## src/rtl/note_scheduler.sv

```systemverilog
// Rhythm-game beat scheduler: shows a target LED pattern each beat and judges
// the first fresh key press inside the beat's window as a hit or a miss.
module note_scheduler #(
    parameter int unsigned TICKS_PER_BEAT = 50000000,
    parameter int unsigned WINDOW_TICKS   = 25000000,
    parameter int unsigned BEATS_PER_GAME = 30
) (
    input  logic       clk,
    input  logic       resetn,
    input  logic       go,
    input  logic [3:0] keys,
    input  logic [6:0] rnd,
    output logic       rnd_step,
    output logic [3:0] led_pattern,
    output logic [4:0] timer,
    output logic [7:0] score,
    output logic       hit_pulse,
    output logic       miss_pulse,
    output logic       playing,
    output logic       done
);

    localparam int unsigned GAP_TICKS = TICKS_PER_BEAT - WINDOW_TICKS - 1;
    localparam int unsigned CW        = (TICKS_PER_BEAT > 2) ? $clog2(TICKS_PER_BEAT) : 1;
    localparam logic [CW-1:0] WIN_LAST   = CW'(WINDOW_TICKS - 1);
    localparam logic [CW-1:0] GAP_LAST   = CW'(GAP_TICKS - 1);
    localparam logic [4:0]    TIMER_INIT = 5'(BEATS_PER_GAME);

    typedef enum logic [2:0] {
        IDLE      = 3'd0,
        ARM_WAIT  = 3'd1,
        BEAT_LOAD = 3'd2,
        WINDOW    = 3'd3,
        GAP       = 3'd4,
        END       = 3'd5,
        END_WAIT  = 3'd6
    } state_t;

    state_t        state, state_next;
    logic [CW-1:0] cnt;
    logic [3:0]    prev_keys;
    logic          judged;
    logic          hit, miss;
    logic          press, win_last, gap_last;

    function automatic logic [3:0] pattern_of(input logic [6:0] r);
        logic [3:0] p;
        case (r % 7'd10)
            7'd0:    p = 4'b0001;
            7'd1:    p = 4'b0010;
            7'd2:    p = 4'b0100;
            7'd3:    p = 4'b1000;
            7'd4:    p = 4'b0011;
            7'd5:    p = 4'b0110;
            7'd6:    p = 4'b1100;
            7'd7:    p = 4'b1001;
            7'd8:    p = 4'b0101;
            default: p = 4'b1111;
        endcase
        return p;
    endfunction

    assign press    = (keys != '0) && (prev_keys == '0);
    assign win_last = (cnt == WIN_LAST);
    assign gap_last = (cnt == GAP_LAST);

    always_ff @(posedge clk) begin
        if (resetn) state <= IDLE;
        else        state <= state_next;
    end

    // Strobes are Mealy on the press so a press on the last window cycle still
    // pre-empts the no-press miss; reset masks them so no judgment leaks out.
    always_comb begin
        state_next = state;
        hit        = 1'b0;
        miss       = 1'b0;
        case (state)
            IDLE:      if (go) state_next = ARM_WAIT;
            ARM_WAIT:  if (!go) state_next = BEAT_LOAD;
            BEAT_LOAD: state_next = WINDOW;
            WINDOW: begin
                if (!judged) begin
                    if (press) begin
                        if (keys == led_pattern) hit = 1'b1;
                        else                     miss = 1'b1;
                    end else if (win_last) begin
                        miss = 1'b1;
                    end
                end
                if (win_last) state_next = GAP;
            end
            GAP:       if (gap_last) state_next = (timer == 5'd1) ? END : BEAT_LOAD;
            END:       if (go) state_next = END_WAIT;
            END_WAIT:  if (!go) state_next = IDLE;
            default:   state_next = IDLE;
        endcase
        if (resetn) begin
            state_next = IDLE;
            hit        = 1'b0;
            miss       = 1'b0;
        end
    end

    always_ff @(posedge clk) begin
        prev_keys <= keys;
        if (resetn) begin
            timer       <= TIMER_INIT;
            score       <= '0;
            led_pattern <= '0;
            cnt         <= '0;
            judged      <= 1'b0;
        end else begin
            case (state)
                IDLE: begin
                    if (go) begin
                        score <= '0;
                        timer <= TIMER_INIT;
                    end
                end
                BEAT_LOAD: begin
                    led_pattern <= pattern_of(rnd);
                    cnt         <= '0;
                    judged      <= 1'b0;
                end
                WINDOW: begin
                    cnt <= win_last ? '0 : cnt + CW'(1);
                    if (hit || miss) begin
                        judged      <= 1'b1;
                        led_pattern <= '0;
                    end
                    if (hit && (score != 8'hFF)) score <= score + 8'd1;
                end
                GAP: begin
                    cnt <= gap_last ? '0 : cnt + CW'(1);
                    if (gap_last) timer <= timer - 5'd1;
                end
                default: ;
            endcase
        end
    end

    assign hit_pulse  = hit;
    assign miss_pulse = miss;
    assign rnd_step   = !resetn && (state == BEAT_LOAD);
    assign playing    = !resetn && ((state == BEAT_LOAD) || (state == WINDOW) || (state == GAP));
    assign done       = !resetn && ((state == END) || (state == END_WAIT));

endmodule

```

## config.mk

```make
export PLATFORM = sky130hd
export DESIGN_NAME = note_scheduler
export DESIGN_NICKNAME = d
export VERILOG_FILES = /design/src/rtl/note_scheduler.sv
export SDC_FILE = /design/constraint.sdc
export NUM_CORES = 1
export LEC_CHECK = 0
export BUFFER_PORTS_ARGS = -buffer_cell sky130_fd_sc_hd__buf_2
export CAP_MARGIN = 20
export CORE_MARGIN = 3
export CORE_UTILIZATION = 59
export DETAILED_ROUTE_END_ITERATION = 6
export PLACE_DENSITY = 0.8
export SLEW_MARGIN = 10
export SYNTH_ARGS = -nofsm -noshare
export SYNTH_HDL_FRONTEND = slang
export SYNTH_SLANG_ARGS = --single-unit
```

## constraint.sdc

```tcl
create_clock -name clk -period 3.8 [get_ports clk]
set_clock_uncertainty 0.15 [all_clocks]
set_input_delay 0 -clock clk [delete_from_list [all_inputs] [get_ports clk]]
set_output_delay 0 -clock clk [all_outputs]
set_load 0.005 [all_outputs]
```

Yosys cells after proc, flatten, opt, wreduce, memory -nomap -nowiden --
Memories as Yosys holds them, arrays and structs flattened. Index checks and enable logic that the tools add are counted.
Operators by class: equal/unequal tests 19, reduce and logical (&&, ||, !) cells 22, divide/modulo/power cells 1, add/subtract/negate cells 3, muxes and demuxes 33
Operators with widths (count):
- $pmux W26 S3 | 1
- $eq A26 B25 Y1 const B | 2
- $mux W26 | 2
- $add A26 B1 Y26 const B | 1
- $mux W3 | 7
- $pmux W3 S7 | 1
- $mux W8 | 2
- $ne A2 B2 Y1 const B | 8
- $pmux W8 S2 | 1
- $mux W1 | 12
- $mux W5 | 2
- $pmux W5 S2 | 1
- $eq A3 B3 Y1 const B | 3
- $add A8 B1 Y8 const B | 1
- $mux W4 | 2
- $ne A8 B8 Y1 const B | 1
- $pmux W4 S2 | 1
- $mod A7 B4 Y7 const B | 1
- $eq A3 B2 Y1 const B | 2
- $logic_not A3 Y1 | 2
- $reduce_and A3 Y1 | 2
- $reduce_and A6 Y1 | 1
- $reduce_bool A2 Y1 | 3
- $eq A5 B1 Y1 const B | 1
- 11 further kinds | 18
Storage, ports and cells: memories 1, memory bits (read-only) 64, bits in registers 51, input port bits 14, word-level logic and storage cells 86, output and inout port bits 22
Memories:
- (name not given) | words 16, width 4, read ports 1, clocked after memory_dff 0, write ports 0, RTL line 48 | case (r % 7'd10)

Longest topological paths before layout --
depth after elaboration 9, gate-level depth with buffers 16, mapped depth without buffers 13

Worst setup path before layout --
No wires, ideal clock.
path type input to register, start point input port rnd[4], end point register led_pattern[2], setup time 0.127 ns, data required time 3.523 ns, cell stages on the path 14, data arrival time 3.087 ns, buffers on the path 3, slack 0.436 ns, cell sequence clkbuf_1 -> nor2b_1 -> clkbuf_1 -> a221o_1 -> a221oi_1 -> ha_1 -> clkbuf_1 -> nand2_1 -> a21o_1 -> a221o_1 -> a221oi_1 -> nor2b_1 -> nor3_1 -> or3b_1
Between the ends: word-level cells in the longest chain between the ends 4, elaborated cells on any way between the ends 5, those cells by class div (1); mux (2); reduce/logical (1); memory (1)
Ends and longest elaborated chain:
- start, declared | RTL line 12 | input logic [6:0] rnd,
- $mod A7 B4 Y7 * | RTL line 48
- $mem_v2 Z16 W4 or $logic_not A3 Y1 (tied branches)
- $mux W4 * | RTL line 48
- $pmux W4 S2 * | RTL line 114 | case (state)
- end signal, assigned | RTL line 122 | led_pattern <= pattern_of(rnd);
- end, declared | RTL line 14 | output logic [3:0] led_pattern,
Every way passes the cells marked *; elsewhere a longest branch is shown, timed or not. A chain may end at the register's enable or synchronous reset.

Worst setup path in the final report --
start point input port rnd[5], end point register led_pattern[2]
The elaborated chain is that of the path after synthesis.

==> metrics.md <==
| Metric | Value |
|---|---|
| DRT Pass-1 Iters | `4` |
| Area grow syn2layout | `10.2%` |
| Initial antenna violation count | `0` |
| Fin crit period | `between 3000 and 4000 ps` |
| EDFF count, synth | `0` |
| DRT antenna net count | `0` |
| Post-Syn Instances | `450` |
| Status | `finished, final reports clean` |
| Vias in the first global route | `roughly 3000` |
| Synth unique cells | `between 60 and 70` |
| Final Hold Vio Count | `0` |
| Rel. slew slack | `35.5%` |
| Routed WL per cell | `about 14 um` |
| Maximum clock rate | `between 300 and 400 MHz` |
| Drt drc | `0` |
| Final period util | `between 80% and 90%` |
| Die extent in y | `82.7 um` |
| Latest clock arrival within the worst-skew pair | `300 ps` |
| Final setup fails | `0` |
| Syn avg cell area | `~7.7 um^2` |
| PD cells | `approximately 340 nW/um^2` |
| H-Tree Depth | `2` |
| CP Cell Sequence | `buf_2, nor3b_1, a221o_1, a221oi_1, ha_1, nand2_1, a21o_1, a221o_1, a221oi_1, a21oi_1, o21ai_0, or3b_1` |
| Mapped Area | `about 3500 um^2` |
| Row count | `27` |
| Leakage | `1.44 nW` |
| Die area | `approximately 6800 um^2` |
| Fin. max-slew vios | `0` |
| Fin worst setup slack | `510 ps` |
| Placer congestion estimate | `~0.91` |
| Final wirelength | `7.84 mm` |
| Via count | `3292` |
| Nets@finish | `around 500` |
| Initial DRC Count | `about 160` |
| PortBufs | `35` |
| Die X | `82.7 um` |
| Layout cells sized above 1 | `12.9%` |
| Met2 WL | `about 3.7 mm` |
| N_diodes | `0` |
| Total global routing overflow | `0` |
| CTS Buf Count | `5` |
| FFs w/ async S/R, synth | `0%` |
| Yosys warnings | `0` |
| RSZ-0062 raised after global routing | `false` |
| All-Layer GR Usage | `23.6%` |
| Top Metal Used | `met4` |
| Worst endpoint required time | `3830 ps` |
| Slew of the pin with the lowest slew margin | `between 900 and 1000 ps` |
| Crit path DAT | `roughly 3300 ps` |
| Post-CTS Setup Repair Bufs | `0` |
| First-pass GRT wire length | `about 13 mm` |
| I/O Pins | `36` |
| Crit-path leading delay family | `compound AO/OA/AOI/OAI gates` |
| Pre-CTS setup slack | `roughly 260 ps` |
| Syn nets | `approximately 470` |
| Max Cap Violations | `0` |
| Starting Density | `61.9%` |
| Final HPWL DP | `5.64 mm` |
| Post-synth top flop | `dfxtp_1` |
| Worst-case clock buffer depth | `2` |
| #FFs+latches synth | `51` |
| Largest net degree at the start of global routing | `27` |
| Met3 WL | `about 460 um` |
| Seq/Total Area, Yosys | `between 20% and 30%` |
| Highest net fanout along the worst path | `26` |
| Crit Path Category | `primary input to flip-flop` |
| Final TNS setup | `0 ps` |
| CP peak stage delay | `roughly 430 ps` |
| Max VDD drop | `~0.25 mV` |
| Root cell of the clock tree | `clkbuf_8` |
| Via-per-instance ratio | `between 5 and 6` |
| Clock slew at reported path FFs | `about 90 ps` |
| Final design utilization | `~70%` |
| Hold Path Class | `primary input to flip-flop` |
| CP Capture Type | `flip-flop` |
| Core area | `approximately 5600 um^2` |
| Met1 wire length | `about 3.7 mm` |
| Design Power | `about 1.3 mW` |
| CTS tree | `yes` |
| Hold slack | `slightly below 40 ps` |
| Startpoint types | `primary input` |
| CP max-delay cell | `ha_1` |
| Clock Sinks | `slightly above 50` |
| CP bufs+invs | `1` |
-- registers in the layout (all words and copies together), names as in the netlist --
register / cells
score: 8
led_pattern: 4
judged: 1
cnt: 26
prev_keys: 4
timer: 5
state: 3
-- cells in the final DEF, fill, tap and decap left out, drive strengths merged, types with 5 or more instances in the layout --
cell type	netlist	routed
dlygate4sd3	0	5
a21boi	5	5
nor2b	10	10
nor3b	5	5
nand2b	12	12
nand3	21	21
mux2i	5	5
nor3	16	16
or3	6	6
buf	4	39
and3	8	8
inv	15	16
nor2	59	59
o21ai	18	18
nand2	37	37
clkbuf	17	6
nand4	9	9
dfxtp	51	51
ha	10	10
xor2	20	20
xnor2	19	19
a31oi	6	6
a21oi	25	25
nor4	6	6
-- cell usage after synthesis, types with 8 or more instances --
library cell | count | area, um^2
nor2_1 | 59 | 221
dfxtp_1 | 51 | 1020
nand2_1 | 37 | 139
a21oi_1 | 24 | 120
nand3_1 | 21 | 105
xor2_1 | 20 | 175
xnor2_1 | 19 | 166
clkbuf_1 | 17 | 63.8
o21ai_0 | 17 | 85.1
nor3_1 | 16 | 80.1
inv_1 | 15 | 56.3
nand2b_1 | 12 | 75.1
ha_1 | 10 | 125
nor2b_1 | 10 | 62.6
nand4_1 | 9 | 56.3
and3_1 | 8 | 50.1
-- path summary, 6_finish.rpt --
check / startpoint / end / slack [ps] / cells after the start
setup / recovery: rnd[5] / led_pattern[2] / 510 / 12
hold / removal: rnd[1] / led_pattern[1] / 40 / 4
setup reg to reg: state[0] / score[6] / 1030 / 6
hold reg to reg: judged / judged / 360 / 2
-- power by group --
part           internal [mW]  total (mW)  switching, mW
registers              0.551       0.589         0.0373
clock network          0.217       0.399          0.182
logic                  0.130       0.312          0.182
total                  0.898        1.30          0.401
-- area by class of cell --
class / instances / area [um^2]
Multi-Input combinational cell: 362 / 2280
Fill cell: 474 / 1780
Sequential cell: 51 / 1020
Timing Repair Buffer: 44 / 255
Tap cell: 72 / 90.1
Clock buffer: 6 / 82.6
Inverter: 15 / 56.3
Clock inverter: 2 / 38.8
-- layer usage --
metal | vias to the layer above | track usage (%)
met5 | - | 0
met4 | 0 | 4.90
met3 | 2 | 2.82
met2 | 98 | 40.1
met1 | 1523 | 32.0
li1 | 1669 | -
-- logic make-up (layout without fill, tap and decap cells) --
family	Yosys count	after routing	share of synthesized area, %
adder cells (fa/ha/maj)	10	10	3.60
flip-flops	51	51	29.4
XOR/XNOR	39	39	9.84
AND/OR/NAND/NOR	210	210	31.0
buffers and inverters	37	67	4.83
multiplexers	6	6	2.09
AO/OA/AOI/OAI	97	97	19.2
-- repair_timing --
action                                 CTS  global route
endpoints found under the hold margin   13             0
gates resized for setup                  0             0
hold buffers                             5             0
setup endpoints to repair                0             0
-- per-stage QoR --
| stage | std cells | cell area, um^2 |
|---|---|---|
| floorplan | 450 | 3470 |
| global placement | 539 | 3650 |
| detailed placement | 539 | 3650 |
| CTS | 552 | 3830 |
| global route | 552 | 3830 |
| finish | 552 | 3830 |
-- worst min-delay path, delay by kind of cell --
kind	cells	cell delay [ps]
compound gates	2	200
buf+inv	1	150
simple gates	1	90
Note: power is estimated with default switching activity, not from simulation.
